File: src/rtl/reg_file_sb.sv
// RV32I register file with busy scoreboard and hardware clear sequencer.
// Optional same-cycle write-to-read bypass: define RF_WR_BYPASS_EN.
module reg_file_sb #(
  parameter int XLEN   = 32,
  parameter int ADDR_W = 5,
  parameter int NRD    = 2
) (
  input  logic                   clk,
  input  logic                   rst_n,
  input  logic                   clr_req,
  input  logic                   wr_en,
  input  logic [ADDR_W-1:0]      wr_addr,
  input  logic [XLEN-1:0]        wr_data,
  input  logic                   iss_valid,
  input  logic [ADDR_W-1:0]      iss_rd,
  input  logic [NRD*ADDR_W-1:0]  rd_addr,
  output logic [NRD*XLEN-1:0]    rd_data,
  output logic [NRD-1:0]         rd_busy,
  output logic                   rf_ready,
  output logic                   drop_err
);

  localparam int NREG = 1 << ADDR_W;
  localparam logic [ADDR_W-1:0] LAST = ADDR_W'(NREG - 1);

  typedef enum logic {
    CLEAR,
    READY
  } state_t;

  state_t            state_q;
  state_t            state_d;
  logic [ADDR_W-1:0] clr_idx_q;
  logic [ADDR_W-1:0] clr_idx_d;
  logic [NREG-1:0]   busy_q;
  logic [NREG-1:0]   busy_d;
  logic              drop_q;
  logic              drop_d;
  logic              ready;
  logic              clr_go;
  logic              wr_ok;
  logic              iss_ok;

  logic [XLEN-1:0] rf [NREG];

  always_comb begin
    ready  = (state_q == READY);
    clr_go = ready && clr_req;
    wr_ok  = ready && !clr_req && wr_en
             && (wr_addr != '0);
    iss_ok = ready && !clr_req && iss_valid
             && (iss_rd != '0);
    drop_d = (wr_en || iss_valid)
             && (!ready || clr_req);
  end

  always_comb begin
    state_d   = state_q;
    clr_idx_d = clr_idx_q;
    unique case (state_q)
      CLEAR: begin
        clr_idx_d = clr_idx_q + 1'b1;
        if (clr_idx_q == LAST) begin
          state_d   = READY;
          clr_idx_d = '0;
        end
      end
      READY: begin
        if (clr_req) begin
          state_d   = CLEAR;
          clr_idx_d = '0;
        end
      end
      default: begin
        state_d   = CLEAR;
        clr_idx_d = '0;
      end
    endcase
  end

  // a new producer issued on the writeback edge keeps the register busy
  always_comb begin
    busy_d = busy_q;
    if (clr_go) begin
      busy_d = '0;
    end else begin
      if (wr_ok)  busy_d[wr_addr] = 1'b0;
      if (iss_ok) busy_d[iss_rd]  = 1'b1;
    end
    busy_d[0] = 1'b0;
  end

  always_ff @(posedge clk or negedge rst_n) begin
    if (!rst_n) begin
      state_q   <= CLEAR;
      clr_idx_q <= '0;
      busy_q    <= '0;
      drop_q    <= 1'b0;
    end else begin
      state_q   <= state_d;
      clr_idx_q <= clr_idx_d;
      busy_q    <= busy_d;
      drop_q    <= drop_d;
    end
  end

  always_ff @(posedge clk) begin
    if (!ready) begin
      rf[clr_idx_q] <= '0;
    end else if (wr_ok) begin
      rf[wr_addr] <= wr_data;
    end
  end

  for (genvar p = 0; p < NRD; p++) begin : g_rd
    logic [ADDR_W-1:0] a;
    logic [XLEN-1:0]   d;
    logic              b;

    assign a = rd_addr[p*ADDR_W +: ADDR_W];

    always_comb begin
      d = '0;
      b = 1'b0;
      if (ready && (a != '0)) begin
        d = rf[a];
        b = busy_q[a];
`ifdef RF_WR_BYPASS_EN
        if (wr_en && (wr_addr == a)) begin
          d = wr_data;
          b = iss_valid && (iss_rd == a);
        end
`endif
      end
    end

    assign rd_data[p*XLEN +: XLEN] = d;
    assign rd_busy[p]              = b;
  end

  assign rf_ready = ready;
  assign drop_err = drop_q;

endmodule

File: config.mk
export PLATFORM = sky130hd
export DESIGN_NAME = reg_file_sb
export DESIGN_NICKNAME = d
export VERILOG_FILES = /design/src/rtl/reg_file_sb.sv
export SDC_FILE = /design/constraint.sdc
export NUM_CORES = 1
export LEC_CHECK = 0
export CAP_MARGIN = 20
export CORE_ASPECT_RATIO = 1.25
export CORE_MARGIN = 3
export CORE_UTILIZATION = 45
export CTS_BUF_LIST = sky130_fd_sc_hd__clkbuf_4 sky130_fd_sc_hd__clkbuf_8
export DETAILED_ROUTE_END_ITERATION = 16
export DONT_BUFFER_PORTS = 1
export PLACE_DENSITY_LB_ADDON = 0.05
export SLEW_MARGIN = 20
export SYNTH_ARGS = -nofsm -noshare
export SYNTH_HDL_FRONTEND = slang
export SYNTH_SLANG_ARGS = --single-unit
File: constraint.sdc
create_clock -name clk -period 2.78 [get_ports clk]
set_input_delay 0.139 -clock clk [delete_from_list [all_inputs] [get_ports clk]]
set_output_delay 0.139 -clock clk [all_outputs]
set_load 0.005 [all_outputs]
# Word level (Yosys, flattened, before mapping)
# Memory sizes are Yosys's and may differ from the RTL's.
# Index checks and enable logic that the tools add are counted.
[classes]
addsub = 1
n_lt_le_gt_ge = 6
n_eq_ne = 2
mux = 29
bitwise = 4
n_reduce_logical = 20
[op_table]
columns = ["cell", "n"]
rows = [
  ["32-bit 2-to-1 mux", 7],
  ["32-bit AND", 1],
  ["32-bit inverter", 1],
  ["32-bit bitwise OR", 1],
  ["32-bit OR reduction", 1],
  ["5-bit by 6-bit less-than comparator with 1-bit output, second input constant", 4],
  ["5-bit nonzero test", 4],
  ["5-bit 2-to-1 mux", 3],
  ["1-bit 2-to-1 mux", 13],
  ["1-bit logical AND", 11],
  ["1-bit binary-select mux with 5-bit select", 2],
  ["1-bit demux with 5-bit select", 2],
  ["5-bit by 1-bit greater-or-equal comparator with 1-bit output, second input constant", 2],
  ["5-bit case mux with 2 select lines", 1],
  ["5-bit by 1-bit adder with 5-bit output, second input constant", 1],
  ["5-bit equality test, second input constant", 1],
  ["1-bit logical NOT", 2],
  ["1-bit logical OR", 2],
  ["2-bit != test, second input constant", 1],
  ["1-bit case mux with 2 select lines", 1],
  ["1-bit inverter", 1],
]
[word_totals]
register_bits = 38
ramBits = 1024
in_bits = 57
out_inout_bits = 68
wordCells = 67
n_memories = 1
[mem_list]
columns = ["name", "words", "width", "read_ports", "rd_ports_with_merged_regs", "wr", "line_no", "text"]
rows = [
  ["rf", 32, 32, 2, 0, 1, "44", "logic [XLEN-1:0] rf [NREG];"],
]

# Logic depth before layout (Yosys ltp)
# Gate-level depths: netlist of the first run.
[depth]
depth_word = 11
ltp_mapped = 8
ltp_nobuf = 5

# Least setup slack after synthesis of the first run
# No wires, ideal clock.
[synth_timing]
path_type = "input port to flip-flop"
startpoint = "input port wr_addr[4]"
endpoint = "memory rf[19][0], enable pin"
setup_time_ns = 0.419
t_arrival_ns = 2.603
required_ns = 2.361
path_slack_ns = -0.242
cell_stages = 4
path_buffers = 0
cell_sequence = "or4_4 o21a_4 o31a_1 a211oi_2"
[synth_via]
elab_chain_len = 7
elab_cells_between_ends = 8
classes_between = "mux: 5; reduce/logical: 3"
[synth_lines]
columns = ["element", "line_no", "text"]
rows = [
  ["from (decl)", "12", "input logic [ADDR_W-1:0] wr_addr,"],
  ["5-bit nonzero test", "50", "&& (wr_addr != '0);"],
  ["1-bit logical AND", "50", ""],
  ["1-bit 2-to-1 mux", "110", "end else if (wr_ok) begin"],
  ["1-bit 2-to-1 mux", "108", "if (!ready) begin"],
  ["1-bit 2-to-1 mux (not written as such)", "111", "rf[wr_addr] <= wr_data;"],
  ["32-bit OR reduction (no line)", "-", ""],
  ["5-bit 2-to-1 mux (no line) or 1-bit 2-to-1 mux (tied branches)", "-", ""],
  ["to (decl)", "44", ""],
]
# Parallel ways exist; a longest one is shown, timed or not.

# Final worst setup path of the first run
[layout_timing]
startpoint = "register state_q (netlist: rf_ready)"
endpoint = "output port rd_data[35]"
[layout_via]
elab_chain_len = 2
[layout_lines]
columns = ["element", "line_no", "text"]
rows = [
  ["from (decl)", "31", "state_t state_q;"],
  ["from (signal assigned)", "100", "state_q <= state_d;"],
  ["1-bit logical AND", "125", "if (ready && (a != '0)) begin"],
  ["32-bit 2-to-1 mux", "125", ""],
  ["to (decl)", "17", "output logic [NRD*XLEN-1:0] rd_data,"],
]
# No other way between the ends.

==> out/results.ini, run 1 <==
[run_status]
status = complete, but fails checks
violations = negative setup slack

[floorplan]
core_area_mm2 = 0.110
io_pins = 125
die_x_um = 304
die_height_um = 379
initial_core_util_pct = 45.4
rows = 136
die-area_mm2 = 0.115

[worst_hold_path]
min_path_type = in2reg

[logic_synthesis]
yosysTopAreaCell = edfxtp_1
syn_area_per_cell_um2 = 20.2
yosys-mux-area-fraction_pct = 29.1
synth_compound_area_share_pct = 3.48
yosysUniqueCellTypes = 54
yosys.area.top_type_share_pct = 61.5
ys_top_cells_by_area = edfxtp_1 62%, mux4_2 24%, mux2i_1 5.4%, dfrtp_1 1.9%, o221ai_1 1.1%
ys_ff_latch = 1062
post-synth-top-count-cell = edfxtp_1
synthAdderAreaFrac_pct = 0.0501
yosysWarnings = 0
synthFlopType = edfxtp_1
yosys.area_share.simple_pct = 1.86
synth_common_cells = 1024 x edfxtp_1, 526 x mux4_2, 269 x mux2i_1
yosysSeqAreaShare_pct = 63.4
synthArstFlopShare_pct = 3.58
synthXorXnorAreaFrac_pct = 0.0350
synth_edf_count = 1024
synth_top_family_by_area = multiplexers
synth.cell_area_mm2 = 0.0500
syn_nets = 2531
synthCells = 2472

[sta]
setup_violations = 47
period_share_pct = 106
slew_headroom_pct = 19.9
hold_slack_ns = 0.0709
report.final.slew_viol_count = 0
hold_viol_final = 0
rsz0062_at_grt = yes
fmax_mhz = 340
setup-tns-final_ns = -3.18
worst_pin_slew_ns = 1.17
setup_ws_ns = -0.161
fin_worst_skew_ns = 0.0471
min_period_ns = 2.94

[power]
power_mw = 40.1
peakVddDrop_v = 0.000488
seqPwrFrac_pct = 49.5
power.share.clock_pct = 33.5
intPower_mw = 29.4
comb_power_share_pct = 17.0
swShare_pct = 26.8
p_per_area_mw_per_mm2 = 691
power.switching_mw = 10.8
power.leakage_nw = 19.1

[cells_and_area]
nets = 2717
regArea_mm2 = 0.0317
multi_input_area_mm2 = 0.0188
syn2layout_area_growth_pct = 16.2
drive_gt1_share_pct = 39.7
nFillCells = 8576

[clocking]
cts_root_buf = clkbuf_8
clockBufferDepth = 3
cts_buffers = 173
clock_sinks = 1062
cts_tree = yes
path_clk_slew_ns = 0.06
htreeDepth = 4
clkLatencyLatePin_ns = 0.89

[critical_path]
cp_max_fo = 8
cpPeakStageDelay_ns = 0.63
cp.required_ns = 2.64
start_kind = flip-flop
cp_cell_sequence = buf_8 > or4b_4 > buf_12 > buf_6 > o22a_4 > o221ai_4
cp-end-kind = output port
crit_family = simple AND/OR/NAND/NOR gates
cp.arrival_ns = 2.80
crit_slowest_cell = or4b_4
critPathBufInv = 3
setup.worst_path.class = reg2out

[place]
dp_hpwl_um = 80200
port_buffers = 0
gp_congestion = 0.794

[route]
drt_wl_total_um = 150000
drt-wirelength-per-cell_um = 35.4
viasPerCell = 6.51
ant_nets = 0
vias = 27600
drc = 0
drt_pass1_iterations = 8
drt-initial-drc-count = 2865

[grt]
grt_overflow = 0
grt_pass1_vias = 29300
grt_max_degree = 265
antenna_found_initial = 3
grt_pass1_wl_um = 212000
grtUsageTotal_pct = 26.0

[flow_run]
drv_cap = 0

-- logic make-up (layout without fill, tap and decap cells) --
family / Yosys count / after routing
fa+ha+maj: 2 / 2
mux: 795 / 795
flops: 1062 / 1062
simple gates: 180 / 180
other cells: 0 / 2
buf+inv: 205 / 524
xor+xnor: 2 / 2
compound gates: 226 / 226
-- repair_timing --
item,4_1_cts,5_1_grt
setup buffers,16,5
endpoints found under the setup margin,66,63
hold endpoints to repair,1067,224
gates resized for setup,152,59
gates cloned,5,3
hold buffers,58,7
pin swaps,33,38
-- layer usage --
metal	routed length, um	track usage [%]
met5	11	0
met4	3850	7.71
met3	12300	7.05
met2	73500	41.8
met1	60600	34.9
-- sequential cells by signal, indices dropped and copies added (netlist names) --
name,flops
busy_q,31
clr_idx_q,5
rf,1024
drop_err,1
rf_ready,1
-- stage by stage --
stage / instance area, um^2 / util (%) / std cells / worst slack [ns]
2_1_floorplan: 50100 / - / 2472 / -0.242
6_report: 58100 / 52.8 / 4242 / -0.161
3_3_place_gp: 52300 / 47.5 / 3839 / 0.198
5_1_grt: 58100 / 52.8 / 4241 / -0.231
3_5_place_dp: 52300 / 47.5 / 3839 / 0.122
4_1_cts: 57500 / 52.3 / 4226 / -0.258
-- worst paths after layout --
path	startpoint	end	slack [ns]	cells past startpoint
setup / recovery	rf_ready	rd_data[35]	-0.16	6
hold / removal	wr_data[29]	rf[0][29]	0.07	1
setup reg to reg	rf_ready	rf[23][13]	0.04	7
hold reg to reg	busy_q[24]	busy_q[24]	0.57	2
max in group asynchronous	rst_n	busy_q[23]	2.21	4
min in group asynchronous	rst_n	busy_q[5]	0.35	4
-- placed cells by master, fill, tap and decap left out, drive strengths merged, types with 12 or more instances in the layout --
master and count:
dfrtp 38, nand3 12, buf 144, mux2i 269, nand2 40, and2 34, o22a 65, o21ai 33
dlygate4sd3 63, nor2 47, a21oi 32, clkbuf 246, clkinv 57, o221ai 65, edfxtp 1024, mux4 526
-- power by group through the flow --
stage	Combinational (mW)	Sequential, mW	Clock [mW]
floorplan	3.92	19.9	0
global placement	6.05	20.1	0
detailed placement	6.09	20.2	0
CTS	6.64	19.9	13.8
global route	7.12	20.0	14.5
finish	6.83	19.9	13.4
-- layout make-up --
| type | instances | share of cell area (%) |
|---|---|---|
| Clock inverter | 65 | 0.672 |
| Sequential cell | 1062 | 54.5 |
| Clock buffer | 243 | 5.10 |
| Multi-Input combinational cell | 1205 | 32.3 |
| Timing Repair Buffer | 210 | 4.20 |
| Tap cell | 1449 | 3.12 |
| Inverter | 6 | 0.0387 |
| Antenna cell | 2 | 0.00861 |
No activity file was read; power rests on OpenSTA's default activity.
==> inputs of run 2 (changes only) <==
- CORE_ASPECT_RATIO: 1.25 -> 1.75
- SKIP_CTS_REPAIR_TIMING: not set -> 1
==> out/results.ini, run 2 (same netlist as run 1, synthesis figures left out) <==
[floorplan]
die_height_um = 447  ; +18%
die_x_um = 258  ; -15%
core_area_mm2 = 0.110  ; about the same
die-area_mm2 = 0.115  ; +0.12%
initial_core_util_pct = 45.4  ; about the same
io_pins = 125  ; unchanged
rows = 161  ; +18%

[critical_path]
cp_cell_sequence = buf_6 > buf_12 > or4b_4 > clkbuf_16 > o22a_1 > o221ai_1
cp.required_ns = 2.64  ; about the same
ff2ff_path_depth = 7  ; unchanged
cp_max_fo = 16  ; +8
r2r_slack_ns = 0.02  ; -0.02 ns
worstSetupPathDepth = 6  ; unchanged
cpPeakStageDelay_ns = 0.61  ; -0.02 ns
crit_end = rd_data[41]
startpoint = rf_ready
cp.arrival_ns = 2.79  ; about the same
r2r_start = rf_ready
crit_slowest_cell = or4b_4
start_kind = flip-flop
critPathBufInv = 3  ; unchanged
crit_family = simple AND/OR/NAND/NOR gates
rr_endpoint = rf[23][11]
setup.worst_path.class = reg2out
cp-end-kind = output port

[clocking]
cts_buffers = 160  ; -7.5%
path_clk_slew_ns = 0.06  ; about the same
htreeDepth = 4  ; unchanged
clock_sinks = 1062  ; unchanged
cts_tree = yes
cts_root_buf = clkbuf_8
clkLatencyLatePin_ns = 0.86  ; -0.03 ns
clockBufferDepth = 3  ; unchanged

[route]
drc = 0  ; unchanged
vias = 27300  ; -1.1%
ant_nets = 0  ; unchanged
drt-wirelength-per-cell_um = 35.0  ; -1.3%
viasPerCell = 6.50  ; -0.23%
drt_wl_total_um = 147000  ; -2.1%
drt_pass1_iterations = 5  ; -3
drt-initial-drc-count = 2420  ; -16%

[cells_and_area]
layout_common_cells = 1024 x edfxtp_1, 526 x mux4_2, 261 x mux2i_1
largest_register_ffs = 1024  ; unchanged
drive_gt1_share_pct = 36.2  ; -3.5 points
syn2layout_area_growth_pct = 13.5
final_cells = 4207  ; -0.83%
largest_register = rf
fin_util_pct = 51.5  ; -1.3 points
nFillCells = 8904  ; +3.8%
final_common_cell = edfxtp_1
reg_top3 = rf x1024, busy_q x31, clr_idx_q x5
nets = 2685  ; -1.2%

[run_status]
violations = negative setup slack
status = complete, but fails checks

[worst_hold_path]
holdCritStartpoint = wr_addr[0]
min_path_type = in2reg

[place]
port_buffers = 0  ; unchanged
place_inst = 3851  ; +0.31%
dp_hpwl_um = 80700  ; +0.66%
gp_congestion = 0.813  ; +2.4%
dp_slack_ns = 0.219  ; +0.0971 ns

[sta]
rsz0062_at_grt = yes
worst_pin_slew_ns = 1.12  ; -0.0496 ns
setup-tns-final_ns = -3.77  ; -0.587 ns
period_share_pct = 105  ; -0.29 points
setup_ws_ns = -0.153  ; +0.00804 ns
report.final.slew_viol_count = 0  ; unchanged
fmax_mhz = 341  ; +0.27%
hold_viol_final = 0  ; unchanged
min_period_ns = 2.93  ; -0.00804 ns
setup_violations = 38  ; -19%
fin_worst_skew_ns = 0.0230  ; -0.0241 ns
slew_headroom_pct = 25.4  ; +5.5 points

[power]
power.leakage_nw = 18.7  ; -2.1%
seqPwrFrac_pct = 51.2  ; +1.7 points
p_per_area_mw_per_mm2 = 683  ; -1.1%
comb_power_share_pct = 16.3  ; -0.7 points
intPower_mw = 28.5  ; -3.1%
peakVddDrop_v = 0.000474  ; -3.0%
swShare_pct = 26.5  ; -0.29 points
power.switching_mw = 10.3  ; -4.5%
power.share.clock_pct = 32.5  ; -1.0 points

[grt]
grt_pass1_vias = 29100  ; -0.75%
grt_overflow = 0  ; unchanged
grt_pass1_wl_um = 210000  ; -1.3%
grt_max_degree = 265  ; unchanged
antenna_found_initial = 2  ; -1
grtUsageTotal_pct = 25.6  ; -0.39 points

[flow_run]
drv_cap = 0  ; unchanged

[run 2: cell types whose count changed in the layout (fill, tap and decap cells not counted), moves of 7 or more]
cell      change
and2_1        +8
and2_2        -8
buf_6        -11
o221ai_1     +28
o221ai_4     -32
clkbuf_4     -20
o22a_4       -29
o22a_1       +21
buf_4         -7
o22a_2        +8
mux2i_1       +7
clkbuf_8     -13
[run 2: worst min-delay path by stage]
stage / depth (start not counted) / slack [ns] / end
2_1_floorplan: 0 / -0.16 / busy_q[10]
3_3_place_gp: 0 / -0.16 / busy_q[13]
3_5_place_dp: 0 / -0.16 / busy_q[10]
4_1_cts: 0 / -1.14 / busy_q[13]
5_1_grt: 3 / 0.003 / rf[14][28]
6_report: 3 / 0.04 / rf[7][24]
[run 2: power groups by stage]
| stage | clock (mW) | combinational (mW) | sequential, mW |
|---|---|---|---|
| after floorplan | 0 | 3.92 | 19.9 |
| after global placement | 0 | 5.92 | 20.0 |
| after detailed placement | 0 | 5.97 | 20.2 |
| after CTS | 13.0 | 5.98 | 19.8 |
| after global routing | 13.6 | 6.61 | 20.0 |
| final | 12.6 | 6.31 | 19.8 |
[run 2: final cells by class]
cell class	count	area (um^2)	area share, %
diodes	1	2.50	0.00441
clock buffers	210	2630	4.64
clock inverters	65	393	0.692
inverters	6	22.5	0.0397
multi-input cells	1205	17900	31.6
flip-flops and latches	1062	31700	55.9
well taps	1467	1840	3.23
repair buffers	191	2210	3.89
[run 2: through the flow]
| step | area [um^2] | power (mW) | hold slack [ns] |
|---|---|---|---|
| 2_1_floorplan | 50100 | 23.9 | -0.157 |
| 3_3_place_gp | 52400 | 26.0 | -0.155 |
| 3_5_place_dp | 52400 | 26.1 | -0.156 |
| 4_1_cts | 55400 | 38.8 | -1.14 |
| 5_1_grt | 56700 | 40.2 | 0.00330 |
| 6_report | 56700 | 38.7 | 0.0377 |
[run 2: worst min-delay path: cells and delay by family]
kind,cells,cell delay (ns)
AND/OR/NAND/NOR,2,0.42
AO/OA/AOI/OAI,1,0.15
[run 2: per-layer routing]
| metal | track usage, % | wire length, um | up-vias |
|---|---|---|---|
| li1 | - | - | 11100 |
| met4 | 6.39 | 3590 | 2 |
| met5 | 0 | 9 | - |
| met2 | 44.5 | 76800 | 1081 |
| met3 | 5.20 | 9800 | 214 |
| met1 | 33.0 | 56900 | 15000 |
